**src/rtl/elevator_pkg.sv**
```systemverilog
// Shared constants, state encoding and call-scan helpers for the elevator car.
package elevator_pkg;

    localparam logic ON    = 1'b1;
    localparam logic OFF   = 1'b0;
    localparam logic MOVE  = 1'b1;
    localparam logic HOLD  = 1'b0;
    localparam logic OPEN  = 1'b1;
    localparam logic CLOSE = 1'b0;

    localparam logic [1:0] STOP   = 2'b00;
    localparam logic [1:0] UP     = 2'b10;
    localparam logic [1:0] DOWN   = 2'b01;
    localparam logic [1:0] UPDOWN = 2'b11;

    localparam logic [2:0] BOTTOM_FLOOR = 3'd1;
    localparam logic [2:0] TOP_FLOOR    = 3'd7;

    typedef enum logic [2:0] {
        S_IDLE,
        S_SETTLE,
        S_MOVE,
        S_ARRIVE,
        S_DOOR_OPEN
    } seqState_t;

    function automatic logic isIn(input logic [2:0] floor);
        return floor != 3'd0;
    endfunction

    // Hall bit positions for floor f: up = 2f-1, down = 2f-2.
    function automatic logic [3:0] hallUpIdx(input logic [2:0] cf);
        return {cf, 1'b0} - 4'd1;
    endfunction

    function automatic logic [3:0] hallDownIdx(input logic [2:0] cf);
        return {cf, 1'b0} - 4'd2;
    endfunction

    function automatic logic callsAbove(input logic [2:0] cf, input logic [13:0] fb,
                                        input logic [9:1] ib);
        logic r;
        r = 1'b0;
        for (int unsigned f = 1; f <= 7; f++) begin
            if (3'(f) > cf) r = r | ib[4'(f)] | fb[4'(2 * f - 1)] | fb[4'(2 * f - 2)];
        end
        return r;
    endfunction

    function automatic logic callsBelow(input logic [2:0] cf, input logic [13:0] fb,
                                        input logic [9:1] ib);
        logic r;
        r = 1'b0;
        for (int unsigned f = 1; f <= 7; f++) begin
            if (3'(f) < cf) r = r | ib[4'(f)] | fb[4'(2 * f - 1)] | fb[4'(2 * f - 2)];
        end
        return r;
    endfunction

endpackage

```
**src/rtl/call_scanner.sv**
```systemverilog
// Combinational view of pending calls relative to a floor: at it, above it, below it.
module call_scanner
    import elevator_pkg::*;
(
    input  logic [2:0]  cf,
    input  logic [13:0] floorButton,
    input  logic [9:1]  internalButton,
    output logic        here,
    output logic        above,
    output logic        below
);

    assign here  = internalButton[{1'b0, cf}] | floorButton[hallUpIdx(cf)]
                 | floorButton[hallDownIdx(cf)];
    assign above = callsAbove(cf, floorButton, internalButton);
    assign below = callsBelow(cf, floorButton, internalButton);

endmodule

```
**src/rtl/car_sequencer.sv**
```systemverilog
// Elevator car sequencer: travel timing, stop decisions, door dwell and button clears.
module car_sequencer
    import elevator_pkg::*;
#(
    parameter int FLOOR_TICKS = 16,
    parameter int DOOR_TICKS  = 32,
    parameter int TW          = 6
) (
    input  logic        clk,
    input  logic        reset,
    input  logic [1:0]  nextDirection,
    input  logic [13:0] floorButton,
    input  logic [9:1]  internalButton,
    output logic [2:0]  currentFloor,
    output logic [1:0]  currentDirection,
    output logic        move,
    output logic        doorState,
    output logic [13:0] clearFloor,
    output logic [9:1]  clearInternal,
    output logic        fault
);

    seqState_t       state, stateNext;
    logic [2:0]      cf, cfNext, stepFloor;
    logic [1:0]      dir, dirNext;
    logic            moveR, moveNext, doorR, doorNext, faultR, faultNext;
    logic [13:0]     clrF, clrFNext, fbEff;
    logic [9:1]      clrI, clrINext, ibEff;
    logic [TW-1:0]   floorTimer, floorTimerNext, doorTimer, doorTimerNext;
    logic            here, callAbove, callBelow;
    logic            goingUp, ahead, atEnd, stopHere;
    logic [3:0]      cfIdx, upIdx, downIdx, matchIdx, oppIdx;

    // A call whose clear pulse is in flight is still visible at the latch this
    // cycle; masking it stops it re-triggering a restart or a second pulse.
    assign fbEff = floorButton & ~clrF;
    assign ibEff = internalButton & ~clrI;

    call_scanner scanner (
        .cf             (cf),
        .floorButton    (fbEff),
        .internalButton (ibEff),
        .here           (here),
        .above          (callAbove),
        .below          (callBelow)
    );

    assign cfIdx    = {1'b0, cf};
    assign upIdx    = hallUpIdx(cf);
    assign downIdx  = hallDownIdx(cf);
    assign goingUp  = (dir == UP);
    assign matchIdx = goingUp ? upIdx : downIdx;
    assign oppIdx   = goingUp ? downIdx : upIdx;
    assign ahead    = goingUp ? callAbove : callBelow;
    assign atEnd    = goingUp ? (cf == TOP_FLOOR) : (cf == BOTTOM_FLOOR);

    always_ff @(posedge clk or posedge reset) begin
        if (reset) begin
            state      <= S_IDLE;
            cf         <= BOTTOM_FLOOR;
            dir        <= STOP;
            moveR      <= HOLD;
            doorR      <= CLOSE;
            faultR     <= OFF;
            clrF       <= '0;
            clrI       <= '0;
            floorTimer <= '0;
            doorTimer  <= '0;
        end else begin
            state      <= stateNext;
            cf         <= cfNext;
            dir        <= dirNext;
            moveR      <= moveNext;
            doorR      <= doorNext;
            faultR     <= faultNext;
            clrF       <= clrFNext;
            clrI       <= clrINext;
            floorTimer <= floorTimerNext;
            doorTimer  <= doorTimerNext;
        end
    end

    always_comb begin
        stateNext      = state;
        cfNext         = cf;
        dirNext        = dir;
        moveNext       = moveR;
        doorNext       = doorR;
        faultNext      = faultR;
        floorTimerNext = floorTimer;
        doorTimerNext  = doorTimer;
        clrFNext       = '0;
        clrINext       = '0;
        stepFloor      = goingUp ? cf + 3'd1 : cf - 3'd1;
        stopHere       = ibEff[cfIdx] | fbEff[matchIdx] | !ahead | atEnd;
        case (state)
            S_IDLE: begin
                moveNext = HOLD;
                doorNext = CLOSE;
                if (here || ibEff[8]) begin
                    stateNext        = S_DOOR_OPEN;
                    doorNext         = OPEN;
                    doorTimerNext    = '0;
                    clrINext[cfIdx]  = ON;
                    clrFNext[upIdx]  = ON;
                    clrFNext[downIdx] = ON;
                end else begin
                    stateNext = S_SETTLE;
                end
            end
            S_SETTLE: begin
                if (nextDirection == UPDOWN) begin
                    faultNext = ON;
                    dirNext   = STOP;
                end else begin
                    dirNext = nextDirection;
                end
                if ((nextDirection == UP && cf != TOP_FLOOR) ||
                    (nextDirection == DOWN && cf != BOTTOM_FLOOR)) begin
                    stateNext      = S_MOVE;
                    moveNext       = MOVE;
                    floorTimerNext = '0;
                end else begin
                    stateNext = S_IDLE;
                end
            end
            S_MOVE: begin
                if (floorTimer == TW'(FLOOR_TICKS - 1)) begin
                    if (isIn(stepFloor)) cfNext = stepFloor;
                    stateNext = S_ARRIVE;
                end else begin
                    floorTimerNext = floorTimer + 1'b1;
                end
            end
            S_ARRIVE: begin
                if (stopHere) begin
                    stateNext          = S_DOOR_OPEN;
                    moveNext           = HOLD;
                    doorNext           = OPEN;
                    doorTimerNext      = '0;
                    clrINext[cfIdx]    = ON;
                    clrFNext[matchIdx] = ON;
                    if (!ahead) clrFNext[oppIdx] = ON;
                end else begin
                    stateNext      = S_MOVE;
                    floorTimerNext = '0;
                end
            end
            S_DOOR_OPEN: begin
                if (ibEff[8] || here) begin
                    doorTimerNext     = '0;
                    clrINext[cfIdx]   = ibEff[cfIdx];
                    clrFNext[upIdx]   = fbEff[upIdx];
                    clrFNext[downIdx] = fbEff[downIdx];
                end else if (ibEff[9] || doorTimer == TW'(DOOR_TICKS - 1)) begin
                    stateNext = S_IDLE;
                    doorNext  = CLOSE;
                end else begin
                    doorTimerNext = doorTimer + 1'b1;
                end
            end
            default: stateNext = S_IDLE;
        endcase
    end

    assign currentFloor     = cf;
    assign currentDirection = dir;
    assign move             = moveR;
    assign doorState        = doorR;
    assign clearFloor       = clrF;
    assign clearInternal    = clrI;
    assign fault            = faultR;

endmodule

```
**config.mk**
```make
export PLATFORM = sky130hd
export DESIGN_NAME = car_sequencer
export DESIGN_NICKNAME = d
export VERILOG_FILES = /design/src/rtl/elevator_pkg.sv /design/src/rtl/call_scanner.sv /design/src/rtl/car_sequencer.sv
export SDC_FILE = /design/constraint.sdc
export NUM_CORES = 1
export LEC_CHECK = 0
export ABC_AREA = 1
export BUFFER_PORTS_ARGS = -buffer_cell sky130_fd_sc_hd__buf_4
export CAP_MARGIN = 10
export CORE_MARGIN = 10
export CORE_UTILIZATION = 40
export DETAILED_ROUTE_END_ITERATION = 10
export PLACE_DENSITY_LB_ADDON = 0.1
export SYNTH_ARGS = -nofsm -noshare
export SYNTH_HDL_FRONTEND = slang
export SYNTH_SLANG_ARGS = --single-unit
```
**constraint.sdc**
```tcl
create_clock -name clk -period 3.3 [get_ports clk]
set_input_delay 0.66 -clock clk [delete_from_list [all_inputs] [get_ports clk]]
set_output_delay 0.66 -clock clk [all_outputs]
set_load 0.02 [all_outputs]
```
==> flow_summary.html, run 1 <==
<table>
<tr><th>Metric</th><th>Value</th></tr>
<tr><th colspan="2">Outcome</th></tr>
<tr><td>Run status</td><td>completed</td></tr>
<tr><th colspan="2">Routing</th></tr>
<tr><td>Number of routed nets with antenna violations</td><td>0</td></tr>
<tr><td>Drc violations</td><td>0</td></tr>
<tr><td>Drt initial violations</td><td>197</td></tr>
<tr><td>First-pass detailed-route iteration total</td><td>5</td></tr>
<tr><td>Via/cell ratio</td><td>4.89</td></tr>
<tr><td>Wire per inst</td><td>14.7 um</td></tr>
<tr><td>Routed vias</td><td>3077</td></tr>
<tr><td>DRT Wirelength</td><td>just over 9000 um</td></tr>
<tr><th colspan="2">Pwr</th></tr>
<tr><td>IR drop worst, VDD</td><td>0.000282 V</td></tr>
<tr><td>Power density relative to cell area</td><td>482 mW/mm^2</td></tr>
<tr><td>Power, Total</td><td>1.81 mW</td></tr>
<tr><td>Leak pwr</td><td>2.06 nW</td></tr>
<tr><th colspan="2">STA</th></tr>
<tr><td>Number of pins exceeding their max-slew limit in the final report</td><td>0</td></tr>
<tr><td>Worst slew margin relative to its limit</td><td>40.0%</td></tr>
<tr><td>Post-Route Skew</td><td>0.00424 ns</td></tr>
<tr><td>Maximum clock frequency</td><td>0.357 GHz</td></tr>
<tr><td>Post-layout minimum cycle time</td><td>2.80 ns</td></tr>
<tr><td>Setup violations, final</td><td>0</td></tr>
<tr><td>Hold slack final</td><td>approximately 0.43 ns</td></tr>
<tr><td>Tcrit/Tclk final</td><td>a little over four fifths</td></tr>
<tr><td>Transition time of the tightest slew-check pin</td><td>0.895 ns</td></tr>
<tr><td>Crit path setup slack, layout</td><td>0.496 ns</td></tr>
<tr><td>Fin Setup TNS</td><td>0 ns</td></tr>
<tr><td>RSZ-0062 raised after global routing</td><td>false</td></tr>
<tr><td>Number of endpoints with negative hold slack in the final report</td><td>0</td></tr>
<tr><th colspan="2">Clocking</th></tr>
<tr><td>CTS resizes</td><td>0</td></tr>
<tr><td>H-tree lvl count</td><td>2</td></tr>
<tr><td>Post-CTS setup buffer count</td><td>0</td></tr>
<tr><td>TritonCTS clock tree</td><td>done</td></tr>
<tr><td>CTS sink count</td><td>44</td></tr>
<tr><td>Buffers from clock root to sink, at most</td><td>2</td></tr>
<tr><td>Number of hold buffers added after CTS</td><td>0</td></tr>
<tr><td>CTS clk-pin slew, worst paths</td><td>0.09 ns</td></tr>
<tr><td>Worst-Skew Late Latency</td><td>0.31 ns</td></tr>
<tr><td>Num CTS Buffers</td><td>5</td></tr>
<tr><td>Master cell of the clock root buffer</td><td>sky130_fd_sc_hd__clkbuf_8</td></tr>
<tr><th colspan="2">Worst setup path</th></tr>
<tr><td>Data required time of the critical path</td><td>between 3 and 4 ns</td></tr>
<tr><td>Startpoint of the worst register-to-register path</td><td>currentFloor[0]</td></tr>
<tr><td>Data arrival time at the worst-slack endpoint</td><td>3.00 ns</td></tr>
<tr><td>CP startpoint</td><td>currentFloor[0]</td></tr>
<tr><td>CP endpoint kind</td><td>flip-flop</td></tr>
<tr><td>CP startpoint kind</td><td>flip-flop</td></tr>
<tr><td>Crit Path Category</td><td>reg -&gt; reg</td></tr>
<tr><td>Chain of cells forming the critical path</td><td>inv_6 -&gt; ha_1 -&gt; inv_1 -&gt; nand2_2 -&gt; inv_1 -&gt; nand2_1 -&gt; nand2_1 -&gt; nor3_2 -&gt; nand2_2 -&gt; nand2_2 -&gt; inv_1 -&gt; nor2_4 -&gt; nor2_1</td></tr>
<tr><td>Total buffers and inverters traversed by the critical path</td><td>4</td></tr>
<tr><td>CP max FO</td><td>20</td></tr>
<tr><td>Crit path max-delay cell type</td><td>sky130_fd_sc_hd__dfstp_2</td></tr>
<tr><td>Maximum cell stage delay along the critical path</td><td>0.73 ns</td></tr>
<tr><td>Delay-heaviest family, CP</td><td>simple AND/OR/NAND/NOR gates</td></tr>
<tr><th colspan="2">Floorplan</th></tr>
<tr><td>Effective utilization at floorplan</td><td>between 40% and 50%</td></tr>
<tr><td>Overall die width</td><td>109 um</td></tr>
<tr><td>Floorplan die height</td><td>about 110 um</td></tr>
<tr><td>Number of ports placed on the die boundary</td><td>58</td></tr>
<tr><td>DIE AREA</td><td>0.0119 mm^2</td></tr>
<tr><td>Placeable core region</td><td>0.00773 mm^2</td></tr>
<tr><td>Rows</td><td>32</td></tr>
<tr><th colspan="2">Logic synthesis</th></tr>
<tr><td>Synth Flop Type</td><td>sky130_fd_sc_hd__dfrtp_1</td></tr>
<tr><td>FFs w/ async S/R, synth</td><td>100%</td></tr>
<tr><td>Number of distinct library cell variants in the gate-level netlist after synthesis</td><td>38</td></tr>
<tr><td>Number of enable-type register cells in the synthesized netlist</td><td>0</td></tr>
<tr><td>Cell type contributing the most total cell area after synthesis</td><td>sky130_fd_sc_hd__dfrtp_1</td></tr>
<tr><td>Top cells by area, synth</td><td>sky130_fd_sc_hd__dfrtp_1, sky130_fd_sc_hd__nand2_1, sky130_fd_sc_hd__nor2_1</td></tr>
<tr><td>Synthesized area per cell</td><td>6.74 um^2</td></tr>
<tr><td>Post-synthesis cell area</td><td>0.00318 mm^2</td></tr>
<tr><td>Sequential-to-total area share from yosys stat</td><td>34.7%</td></tr>
<tr><td>Area share of the largest cell type after synthesis</td><td>33.8%</td></tr>
<tr><td>Number of warnings issued by yosys</td><td>0</td></tr>
<tr><td>Synthesized instance count</td><td>472</td></tr>
<tr><td>Number of register bits inferred by synthesis</td><td>44</td></tr>
<tr><th colspan="2">Cells and area</th></tr>
<tr><td>Number of antenna cells inserted</td><td>0</td></tr>
<tr><td>Layout Nets</td><td>561</td></tr>
<tr><td>Most common cell after layout, fill and taps aside</td><td>sky130_fd_sc_hd__nand2_1</td></tr>
<tr><td>Fraction of final layout cells with drive strength greater than 1</td><td>a little under a fifth</td></tr>
<tr><td>Most frequent cells in the layout</td><td>sky130_fd_sc_hd__nand2_1, sky130_fd_sc_hd__nor2_1, sky130_fd_sc_hd__inv_1, sky130_fd_sc_hd__buf_4, sky130_fd_sc_hd__nand3_1</td></tr>
<tr><td>Area growth from synthesis to final layout</td><td>18.1%</td></tr>
<tr><th colspan="2">GRT</th></tr>
<tr><td>Wire length of the first global-routing pass</td><td>14800 um</td></tr>
<tr><td>Number of antenna violations at the first check in global routing</td><td>0</td></tr>
<tr><td>Aggregate global-route resource usage</td><td>15.6%</td></tr>
<tr><td>Largest net degree at the start of global routing</td><td>25</td></tr>
<tr><td>Grt ovf</td><td>0</td></tr>
<tr><td>Via count of the first global-routing pass</td><td>3030</td></tr>
<tr><th colspan="2">Run</th></tr>
<tr><td>Maximum Capacitance Violations</td><td>0</td></tr>
<tr><th colspan="2">Placed design</th></tr>
<tr><td>Worst setup slack before clock tree synthesis</td><td>roughly 0.53 ns</td></tr>
<tr><td>Hpwl dp</td><td>7420 um</td></tr>
<tr><td>Buffers added on ports</td><td>55</td></tr>
<tr><td>Routability-driven placement congestion ratio</td><td>about 0.9</td></tr>
<tr><th colspan="2">Hold path</th></tr>
<tr><td>Hold/Removal Path Class</td><td>in -&gt; async</td></tr>
</table>
==> per-stage QoR <==
step	cells	cell area (um^2)	utilization, %
4_1_cts	629	3750	48.6
5_1_grt	629	3750	48.6
6_report	629	3750	48.6
2_1_floorplan	473	3180	-
3_5_place_dp	621	3630	47.0
3_3_place_gp	621	3630	47.0
==> cell usage after synthesis, types with 3 or more instances <==
cell                      count
sky130_fd_sc_hd__nand2_1    141
sky130_fd_sc_hd__nor2_1      74
sky130_fd_sc_hd__inv_1       63
sky130_fd_sc_hd__nand3_1     51
sky130_fd_sc_hd__dfrtp_1     43
sky130_fd_sc_hd__nand4_1     11
sky130_fd_sc_hd__o21ai_0     10
sky130_fd_sc_hd__ha_1         8
sky130_fd_sc_hd__a21oi_1      7
sky130_fd_sc_hd__nand2_2      6
sky130_fd_sc_hd__buf_6        5
sky130_fd_sc_hd__inv_2        5
sky130_fd_sc_hd__xor2_1       5
sky130_fd_sc_hd__buf_4        4
sky130_fd_sc_hd__nand3_2      4
sky130_fd_sc_hd__nor2_4       4
sky130_fd_sc_hd__nor3_1       4
sky130_fd_sc_hd__or2_2        3
==> flip-flops by register name, indices dropped and copies added (netlist names) <==
register and count:
doorTimer 6, currentDirection 2, clearInternal 7, floorTimer 6, fault 1, doorState 1, state 3, move 1
currentFloor 3, clearFloor 14
==> power by group <==
| part | switching (mW) | leakage (nW) | internal (mW) | total, mW |
|---|---|---|---|---|
| Clock | 0.198 | 0.0614 | 0.248 | 0.445 |
| Sequential | 0.0619 | 0.598 | 0.610 | 0.672 |
| Combinational | 0.462 | 1.40 | 0.231 | 0.693 |
| Total | 0.721 | 2.06 | 1.09 | 1.81 |
==> area by class of cell <==
cell class,count,area (um^2)
Timing Repair Buffer,57,428
Inverter,70,270
Clock inverter,2,38.8
Fill cell,797,3970
Multi-Input combinational cell,348,1710
Sequential cell,44,1100
Clock buffer,6,82.6
Tap cell,102,128
==> layer usage <==
metal  GRT usage (%)  up-vias  routed length [um]
met2            26.4       82                4420
met4            4.18        0                 143
li1                -     1572                   -
met5               0        -                   0
met3            2.89       13                 601
met1            20.0     1410                4100
==> logic make-up (layout without fill, tap and decap cells) <==
logic type / after synthesis / count (layout) / synth area share (%)
AOI/OAI and AO/OA: 23 / 23 / 4.21
buffers and inverters: 81 / 135 / 11.8
and+or+nand+nor: 307 / 307 / 43.7
DFF: 44 / 44 / 34.7
other: 1 / 2 / 0.118
xor gates and xnor gates: 7 / 7 / 1.93
muxes: 1 / 1 / 0.354
adders and majority gates: 8 / 8 / 3.15
==> final timing paths <==
kind	endpoint	slack (ns)	cells after the start
max reg2reg	clearInternal[6]	0.50	13
min	floorTimer[1]	0.43	2
min in group clk	doorState	0.48	2
max in group asynchronous	clearInternal[4]	2.14	3
max	clearInternal[6]	0.50	13
min reg2reg	doorState	0.48	2
No activity file was read; power rests on OpenSTA's default activity.
==> run 2: changes to the inputs <==
- clock period: 3.3 -> 2.5 ns (I/O delays scaled with it)
==> run 2 against run 1 <==
Effect of this change:
- die area is the same
- largest cell class unchanged
- total power grew 30%
- critical endpoint is now doorTimer[1]
- final area grew 3.9%
- first-iteration DRC count shrank 4.1%
- critical path type unchanged
- cell count grew 2.1%
==> flow_summary.html, run 2 (synthesis gave the netlist of run 1 again) <==
<table>
<tr><th>Metric</th><th>Value</th></tr>
<tr><th colspan="2">Outcome</th></tr>
<tr><td>Run status</td><td>completed</td></tr>
<tr><th colspan="2">Worst setup path</th></tr>
<tr><td>CP max FO</td><td>6 (-70%)</td></tr>
<tr><td>Chain of cells forming the critical path</td><td>inv_6 -&gt; ha_4 -&gt; inv_1 -&gt; nand2_2 -&gt; inv_1 -&gt; nand2_1 -&gt; nand2_1 -&gt; nor2_2 -&gt; nand2_2 -&gt; nor2_4 -&gt; o211ai_1 -&gt; nand3_1 -&gt; nand2_1</td></tr>
<tr><td>Maximum cell stage delay along the critical path</td><td>0.60 ns (-0.13 ns)</td></tr>
<tr><td>CP endpoint kind</td><td>flip-flop</td></tr>
<tr><td>Data arrival time at the worst-slack endpoint</td><td>2.54 ns (-0.46 ns)</td></tr>
<tr><td>Data required time of the critical path</td><td>2.68 ns (-0.82 ns)</td></tr>
<tr><td>Crit path max-delay cell type</td><td>sky130_fd_sc_hd__dfstp_2</td></tr>
<tr><td>Crit Path Category</td><td>reg -&gt; reg</td></tr>
<tr><td>Crit-path most repeated cell</td><td>sky130_fd_sc_hd__nand2_1</td></tr>
<tr><td>CP startpoint kind</td><td>flip-flop</td></tr>
<tr><th colspan="2">STA</th></tr>
<tr><td>Number of pins exceeding their max-slew limit in the final report</td><td>0 (unchanged)</td></tr>
<tr><td>Worst slew margin relative to its limit</td><td>52.5% (+13 points)</td></tr>
<tr><td>Post-Route Skew</td><td>0.0131 ns (+0.00888 ns)</td></tr>
<tr><td>Setup violations, final</td><td>0 (unchanged)</td></tr>
<tr><td>Maximum clock frequency</td><td>0.423 GHz (+19%)</td></tr>
<tr><td>Tcrit/Tclk final</td><td>94.5% (+9.6 points)</td></tr>
<tr><td>Post-layout minimum cycle time</td><td>2.36 ns (-0.440 ns)</td></tr>
<tr><td>Transition time of the tightest slew-check pin</td><td>0.707 ns (-0.187 ns)</td></tr>
<tr><td>Number of endpoints with negative hold slack in the final report</td><td>0 (unchanged)</td></tr>
<tr><td>Hold slack final</td><td>0.238 ns (-0.192 ns)</td></tr>
<tr><th colspan="2">Clocking</th></tr>
<tr><td>CTS clk-pin slew, worst paths</td><td>0.09 ns (about the same)</td></tr>
<tr><td>TritonCTS clock tree</td><td>done</td></tr>
<tr><td>Buffers from clock root to sink, at most</td><td>2 (unchanged)</td></tr>
<tr><td>Worst-Skew Late Latency</td><td>0.30 ns (about the same)</td></tr>
<tr><td>H-tree lvl count</td><td>2 (unchanged)</td></tr>
<tr><td>CTS sink count</td><td>44 (unchanged)</td></tr>
<tr><td>Master cell of the clock root buffer</td><td>sky130_fd_sc_hd__clkbuf_8</td></tr>
<tr><td>Num CTS Buffers</td><td>5 (unchanged)</td></tr>
<tr><th colspan="2">Pwr</th></tr>
<tr><td>IR drop worst, VDD</td><td>0.000271 V (-3.9%)</td></tr>
<tr><td>Internal power of the cells</td><td>1.43 mW (+31%)</td></tr>
<tr><td>Power, Total</td><td>2.36 mW (+30%)</td></tr>
<tr><td>Leak pwr</td><td>2.13 nW (+3.6%)</td></tr>
<tr><td>Switching power</td><td>933 uW (+29%)</td></tr>
<tr><td>Clock network fraction of design power</td><td>22.0% (-2.6 points)</td></tr>
<tr><td>Switching share of total power</td><td>39.5% (-0.35 points)</td></tr>
<tr><td>Power density relative to cell area</td><td>605 mW/mm^2 (+26%)</td></tr>
<tr><td>Combinational cell fraction of total power</td><td>40.4% (+2.1 points)</td></tr>
<tr><td>Sequential group share of total power</td><td>37.6% (+0.5 points)</td></tr>
<tr><th colspan="2">Cells and area</th></tr>
<tr><td>Number of antenna cells inserted</td><td>0 (unchanged)</td></tr>
<tr><td>Area growth from synthesis to final layout</td><td>22.7%</td></tr>
<tr><td>Post-route non-filler standard cell count</td><td>642 (+2.1%)</td></tr>
<tr><td>Most common cell after layout, fill and taps aside</td><td>sky130_fd_sc_hd__nand2_1</td></tr>
<tr><td>Layout Nets</td><td>576 (+2.7%)</td></tr>
<tr><td>Most frequent cells in the layout</td><td>sky130_fd_sc_hd__nand2_1, sky130_fd_sc_hd__nor2_1, sky130_fd_sc_hd__buf_4, sky130_fd_sc_hd__inv_1, sky130_fd_sc_hd__nand3_1</td></tr>
<tr><td>Max reg flops</td><td>14 (unchanged)</td></tr>
<tr><td>Area of all placed cells without fillers</td><td>0.00390 mm^2 (+3.9%)</td></tr>
<tr><td>Fraction of final layout cells with drive strength greater than 1</td><td>22.2% (+3.1 points)</td></tr>
<tr><th colspan="2">GRT</th></tr>
<tr><td>Number of antenna violations at the first check in global routing</td><td>0 (unchanged)</td></tr>
<tr><td>Largest net degree at the start of global routing</td><td>30 (+20%)</td></tr>
<tr><td>Aggregate global-route resource usage</td><td>15.4% (-0.22 points)</td></tr>
<tr><td>Wire length of the first global-routing pass</td><td>14700 um (-1.2%)</td></tr>
<tr><td>Grt ovf</td><td>0 (unchanged)</td></tr>
<tr><td>Via count of the first global-routing pass</td><td>2982 (-1.6%)</td></tr>
<tr><th colspan="2">Placed design</th></tr>
<tr><td>Hpwl dp</td><td>7320 um (-1.4%)</td></tr>
<tr><td>Placed cell areas</td><td>0.00373 mm^2 (+2.5%)</td></tr>
<tr><td>Routability-driven placement congestion ratio</td><td>0.881 (-2.9%)</td></tr>
<tr><td>Placed Cells incl. Taps</td><td>630 (+1.4%)</td></tr>
<tr><td>Buffers added on ports</td><td>55 (unchanged)</td></tr>
<tr><th colspan="2">Routing</th></tr>
<tr><td>Via/cell ratio</td><td>4.87 (-0.43%)</td></tr>
<tr><td>Drc violations</td><td>0 (unchanged)</td></tr>
<tr><td>Number of routed nets with antenna violations</td><td>0 (unchanged)</td></tr>
<tr><td>First-pass detailed-route iteration total</td><td>5 (unchanged)</td></tr>
<tr><td>Drt initial violations</td><td>189 (-4.1%)</td></tr>
<tr><td>Routed vias</td><td>3127 (+1.6%)</td></tr>
<tr><td>Wire per inst</td><td>14.2 um (-3.7%)</td></tr>
<tr><td>DRT Wirelength</td><td>9100 um (-1.8%)</td></tr>
<tr><th colspan="2">Floorplan</th></tr>
<tr><td>Placeable core region</td><td>0.00773 mm^2 (unchanged)</td></tr>
<tr><td>DIE AREA</td><td>0.0119 mm^2 (unchanged)</td></tr>
<tr><td>Overall die width</td><td>109 um (unchanged)</td></tr>
<tr><td>Floorplan die height</td><td>109 um (unchanged)</td></tr>
<tr><td>Effective utilization at floorplan</td><td>41.2% (unchanged)</td></tr>
<tr><td>Number of ports placed on the die boundary</td><td>58 (unchanged)</td></tr>
<tr><td>Rows</td><td>32 (unchanged)</td></tr>
<tr><th colspan="2">Run</th></tr>
<tr><td>Maximum Capacitance Violations</td><td>0 (unchanged)</td></tr>
<tr><th colspan="2">Hold path</th></tr>
<tr><td>Hold/Removal Path Class</td><td>in -&gt; async</td></tr>
</table>
## run 2: final cells by class
type / count / area [um^2]
clock buffer: 5 / 68.8
clock inverter: 1 / 30.0
fill: 791 / 3820
inverter: 70 / 270
multi-input combinational: 348 / 1730
sequential: 44 / 1100
tap: 102 / 128
timing repair buffer: 72 / 573
## run 2: power by group through the flow
| stage | combinational, mW | clock, mW | sequential [mW] |
|---|---|---|---|
| detailed placement | 0.941 | 0 | 0.901 |
| CTS | 0.941 | 0.537 | 0.888 |
| finish | 0.953 | 0.521 | 0.888 |
| global route | 1.07 | 0.559 | 0.906 |
| global placement | 0.929 | 0 | 0.900 |
| floorplan | 0.631 | 0 | 0.929 |
## run 2: stage by stage
stage               setup TNS, ns  worst slack, ns  util [%]
floorplan                       0           0.0500         -
global placement                0            0.157      48.2
detailed placement              0           0.0778      48.2
CTS                             0           0.0513      49.5
global route               -0.125          -0.0204      50.5
finish                          0            0.136      50.5
## run 2: path summary, 6_finish.rpt
| path | depth (start not counted) | endpoint | from | slack (ns) |
|---|---|---|---|---|
| setup / recovery | 13 | doorTimer[1] | currentFloor[0] | 0.14 |
| hold / removal | 2 | floorTimer[4] | reset | 0.24 |
| setup reg to reg | 13 | doorTimer[1] | currentFloor[0] | 0.14 |
| hold reg to reg | 2 | floorTimer[3] | floorTimer[3] | 0.48 |
| max in group asynchronous | 3 | currentFloor[0] | reset | 1.68 |
| min in group clk | 2 | fault | nextDirection[0] | 0.47 |
## run 2: critical path, delay by kind of cell, from the launching register on
kind                       cells  cell delay [ns]
and+or+nand+nor                8             0.88
buffers and inverters          3             0.21
DFF                            1             0.60
AOI/OAI and AO/OA              1             0.27
adders and majority gates      1             0.29
## run 2: repair_timing
item / CTS / global route
hold buffers: 0 / 0
setup endpoints to repair: 0 / 34
buffers inserted: 0 / 6
endpoints found under the hold margin: 0 / 0
resized for setup: 0 / 9
## run 2: routing by layer
metal  GRT usage (%)  wire, um
met5               0         0
met4            2.88        76
met3            2.83       566
met2            25.4      4210
met1            20.7      4250
==> run 3: changes to the inputs <==
- CORE_MARGIN: 10 -> 5
- SETUP_SLACK_MARGIN: unset -> 0.15
==> run 3 against run 2 <==
Effect of this change:
- clock skew is 0.0098 ns lower
- highest routed layer unchanged
- global-route usage up 2.4 points
- sequential share of layout area down 0.39 points
- wire length decreased by 5.8%
- clock-buffer cell count is 3 higher
- final area is 1.6% higher
- setup slack improved by 0.067 ns
- total power down 2.3%
- die area is 17% lower
- via count is 0.32% higher
- cell count is 0.62% higher
==> flow_summary.html, run 3 (synthesis gave the netlist of run 1 again) <==
<table>
<tr><th>Metric</th><th>Value</th></tr>
<tr><th colspan="2">Outcome</th></tr>
<tr><td>Run status</td><td>completed</td></tr>
<tr><th colspan="2">Pwr</th></tr>
<tr><td>Power density relative to cell area</td><td>582 mW/mm^2 (-3.8%)</td></tr>
<tr><td>Leak pwr</td><td>2.14 nW (+0.38%)</td></tr>
<tr><td>IR drop worst, VDD</td><td>0.000445 V (+64%)</td></tr>
<tr><th colspan="2">Clocking</th></tr>
<tr><td>Buffers from clock root to sink, at most</td><td>2 (unchanged)</td></tr>
<tr><td>CTS sink count</td><td>44 (unchanged)</td></tr>
<tr><td>H-tree lvl count</td><td>2 (unchanged)</td></tr>
<tr><td>Number of hold buffers added after CTS</td><td>0 (unchanged)</td></tr>
<tr><td>TritonCTS clock tree</td><td>done</td></tr>
<tr><td>Master cell of the clock root buffer</td><td>sky130_fd_sc_hd__clkbuf_8</td></tr>
<tr><td>CTS clk-pin slew, worst paths</td><td>0.08 ns (about the same)</td></tr>
<tr><td>Worst-Skew Late Latency</td><td>0.30 ns (about the same)</td></tr>
<tr><td>Num CTS Buffers</td><td>5 (unchanged)</td></tr>
<tr><th colspan="2">Placed design</th></tr>
<tr><td>Worst setup slack before clock tree synthesis</td><td>0.0560 ns (-0.0218 ns)</td></tr>
<tr><td>Buffers added on ports</td><td>55 (unchanged)</td></tr>
<tr><td>Hpwl dp</td><td>6750 um (-7.8%)</td></tr>
<tr><td>Placed Cells incl. Taps</td><td>629 (-0.16%)</td></tr>
<tr><td>Placed cell areas</td><td>0.00373 mm^2 (about the same)</td></tr>
<tr><td>Routability-driven placement congestion ratio</td><td>0.874 (-0.81%)</td></tr>
<tr><th colspan="2">Worst setup path</th></tr>
<tr><td>CP max FO</td><td>7 (+1)</td></tr>
<tr><td>Crit path max-delay cell type</td><td>sky130_fd_sc_hd__dfstp_2</td></tr>
<tr><td>Setup slack of the worst register-to-register path</td><td>0.20 ns (+0.07 ns)</td></tr>
<tr><td>CP startpoint kind</td><td>flip-flop</td></tr>
<tr><td>Number of cell instances on the worst register-to-register path</td><td>15 (+2)</td></tr>
<tr><td>Worst setup path end</td><td>clearInternal[1]</td></tr>
<tr><td>Crit Path Category</td><td>reg -&gt; reg</td></tr>
<tr><td>WP depth</td><td>15 (+2)</td></tr>
<tr><td>Startpoint of the worst register-to-register path</td><td>currentFloor[0]</td></tr>
<tr><td>Maximum cell stage delay along the critical path</td><td>0.58 ns (-0.02 ns)</td></tr>
<tr><td>CP startpoint</td><td>currentFloor[0]</td></tr>
<tr><td>Reg2reg end</td><td>clearInternal[1]</td></tr>
<tr><td>Chain of cells forming the critical path</td><td>clkinv_4 -&gt; ha_4 -&gt; nand2_4 -&gt; nand2_4 -&gt; buf_6 -&gt; nand2_1 -&gt; nor2_1 -&gt; nor2_1 -&gt; nand3_1 -&gt; nor2_4 -&gt; nor2_4 -&gt; inv_4 -&gt; o21ai_2 -&gt; nor2_4 -&gt; nor2_1</td></tr>
<tr><td>CP endpoint kind</td><td>flip-flop</td></tr>
<tr><td>Data required time of the critical path</td><td>2.68 ns (about the same)</td></tr>
<tr><td>Total buffers and inverters traversed by the critical path</td><td>3 (unchanged)</td></tr>
<tr><td>Data arrival time at the worst-slack endpoint</td><td>2.48 ns (-0.06 ns)</td></tr>
<tr><td>Delay-heaviest family, CP</td><td>simple AND/OR/NAND/NOR gates</td></tr>
<tr><th colspan="2">Routing</th></tr>
<tr><td>Via/cell ratio</td><td>4.86 (-0.30%)</td></tr>
<tr><td>Drc violations</td><td>0 (unchanged)</td></tr>
<tr><td>Wire per inst</td><td>13.3 um (-6.3%)</td></tr>
<tr><td>Routed vias</td><td>3137 (+0.32%)</td></tr>
<tr><td>Number of routed nets with antenna violations</td><td>0 (unchanged)</td></tr>
<tr><td>First-pass detailed-route iteration total</td><td>4 (-1)</td></tr>
<tr><td>DRT Wirelength</td><td>8570 um (-5.8%)</td></tr>
<tr><td>Drt initial violations</td><td>175 (-7.4%)</td></tr>
<tr><th colspan="2">Floorplan</th></tr>
<tr><td>DIE AREA</td><td>0.00983 mm^2 (-17%)</td></tr>
<tr><td>Effective utilization at floorplan</td><td>41.2% (unchanged)</td></tr>
<tr><td>Placeable core region</td><td>0.00773 mm^2 (unchanged)</td></tr>
<tr><td>Rows</td><td>32 (unchanged)</td></tr>
<tr><td>Floorplan die height</td><td>99.2 um (-9.2%)</td></tr>
<tr><td>Number of ports placed on the die boundary</td><td>58 (unchanged)</td></tr>
<tr><td>Overall die width</td><td>99.2 um (-9.2%)</td></tr>
<tr><th colspan="2">STA</th></tr>
<tr><td>Tcrit/Tclk final</td><td>91.9% (-2.7 points)</td></tr>
<tr><td>RSZ-0062 raised after global routing</td><td>true</td></tr>
<tr><td>Maximum clock frequency</td><td>0.435 GHz (+2.9%)</td></tr>
<tr><td>Post-Route Skew</td><td>0.00332 ns (-0.00980 ns)</td></tr>
<tr><td>Crit path setup slack, layout</td><td>0.203 ns (+0.0670 ns)</td></tr>
<tr><td>Post-layout minimum cycle time</td><td>2.30 ns (-0.0670 ns)</td></tr>
<tr><td>Fin Setup TNS</td><td>0 ns (unchanged)</td></tr>
<tr><td>Transition time of the tightest slew-check pin</td><td>0.526 ns (-0.181 ns)</td></tr>
<tr><td>Number of pins exceeding their max-slew limit in the final report</td><td>0 (unchanged)</td></tr>
<tr><td>Number of endpoints with negative hold slack in the final report</td><td>0 (unchanged)</td></tr>
<tr><td>Setup violations, final</td><td>0 (unchanged)</td></tr>
<tr><td>Worst slew margin relative to its limit</td><td>64.7% (+12 points)</td></tr>
<tr><th colspan="2">Cells and area</th></tr>
<tr><td>Most common cell after layout, fill and taps aside</td><td>sky130_fd_sc_hd__nand2_1</td></tr>
<tr><td>Area of all placed cells without fillers</td><td>0.00397 mm^2 (+1.6%)</td></tr>
<tr><td>Area growth from synthesis to final layout</td><td>24.7%</td></tr>
<tr><td>Max reg flops</td><td>14 (unchanged)</td></tr>
<tr><td>Post-route non-filler standard cell count</td><td>646 (+0.62%)</td></tr>
<tr><td>Most frequent cells in the layout</td><td>sky130_fd_sc_hd__nand2_1, sky130_fd_sc_hd__buf_4, sky130_fd_sc_hd__nor2_1, sky130_fd_sc_hd__inv_1, sky130_fd_sc_hd__nand3_1</td></tr>
<tr><td>Layout Nets</td><td>578 (+0.35%)</td></tr>
<tr><td>Fraction of final layout cells with drive strength greater than 1</td><td>26.3% (+4.1 points)</td></tr>
<tr><td>Number of antenna cells inserted</td><td>0 (unchanged)</td></tr>
<tr><th colspan="2">Run</th></tr>
<tr><td>Maximum Capacitance Violations</td><td>0 (unchanged)</td></tr>
<tr><th colspan="2">GRT</th></tr>
<tr><td>Via count of the first global-routing pass</td><td>2966 (-0.54%)</td></tr>
<tr><td>Aggregate global-route resource usage</td><td>17.8% (+2.4 points)</td></tr>
<tr><td>Wire length of the first global-routing pass</td><td>14200 um (-3.3%)</td></tr>
<tr><td>Grt ovf</td><td>0 (unchanged)</td></tr>
<tr><td>Largest net degree at the start of global routing</td><td>23 (-23%)</td></tr>
<tr><td>Number of antenna violations at the first check in global routing</td><td>0 (unchanged)</td></tr>
<tr><th colspan="2">Hold path</th></tr>
<tr><td>Hold/Removal Path Class</td><td>in -&gt; async</td></tr>
</table>
run 3: cell types whose count changed in the layout (fill, tap and decap cells not counted), sizes merged:
cell,delta
bufinv,-1
clkbuf,+3
buf,+2
run 3: what timing repair did:
action,CTS,global route
setup endpoints to repair,28,36
pin swaps,2,25
gates resized for setup,4,24
endpoints found under the hold margin,0,0
buffers inserted,1,8
run 3: how the worst min path moves through the flow:
stage                   from  slack, ns  depth (start not counted)       endpoint
6_report               reset       0.21                          2  floorTimer[4]
5_1_grt                reset       0.25                          2  floorTimer[4]
4_1_cts                reset       0.24                          2  floorTimer[5]
3_5_place_dp   floorTimer[3]       0.46                          2  floorTimer[3]
3_3_place_gp   floorTimer[3]       0.46                          2  floorTimer[3]
2_1_floorplan  floorTimer[3]       0.44                          2  floorTimer[3]
run 3: cell type report:
type / count / area [um^2]
inverter: 70 / 275
sequential: 44 / 1100
clock buffer: 8 / 90.1
multi-input combinational: 348 / 1800
fill: 789 / 3760
tap: 102 / 128
timing repair buffer: 74 / 567
run 3: worst reg2reg max path, stage by stage (launching register included):
cell and delay, ns:
sky130_fd_sc_hd__dfstp_2 0.58, sky130_fd_sc_hd__clkinv_4 0.10, sky130_fd_sc_hd__ha_4 0.19, sky130_fd_sc_hd__nand2_4 0.07
sky130_fd_sc_hd__nand2_4 0.07, sky130_fd_sc_hd__buf_6 0.12, sky130_fd_sc_hd__nand2_1 0.04, sky130_fd_sc_hd__nor2_1 0.04
sky130_fd_sc_hd__nor2_1 0.15, sky130_fd_sc_hd__nand3_1 0.14, sky130_fd_sc_hd__nor2_4 0.18, sky130_fd_sc_hd__nor2_4 0.08
sky130_fd_sc_hd__inv_4 0.06, sky130_fd_sc_hd__o21ai_2 0.06, sky130_fd_sc_hd__nor2_4 0.22, sky130_fd_sc_hd__nor2_1 0.09
run 3: power breakdown:
part	switching [mW]	internal (mW)
Combinational	0.618	0.340
Clock	0.237	0.226
Sequential	0.0827	0.805
Total	0.937	1.37
run 3: per-layer routing:
layer	GRT usage (%)	share of wire, %
met1	23.3	44
met2	29.6	48
met3	4.14	6.7
met4	4.73	1.1
met5	0	0
run 3: stage by stage:
step,total power [mW],hold slack [ns],util [%]
after floorplan,1.56,0.442,-
final,2.31,0.208,51.3
after global routing,2.51,0.245,51.3
after CTS,2.30,0.235,49.6
after detailed placement,1.83,0.460,48.3
after global placement,1.81,0.458,48.3
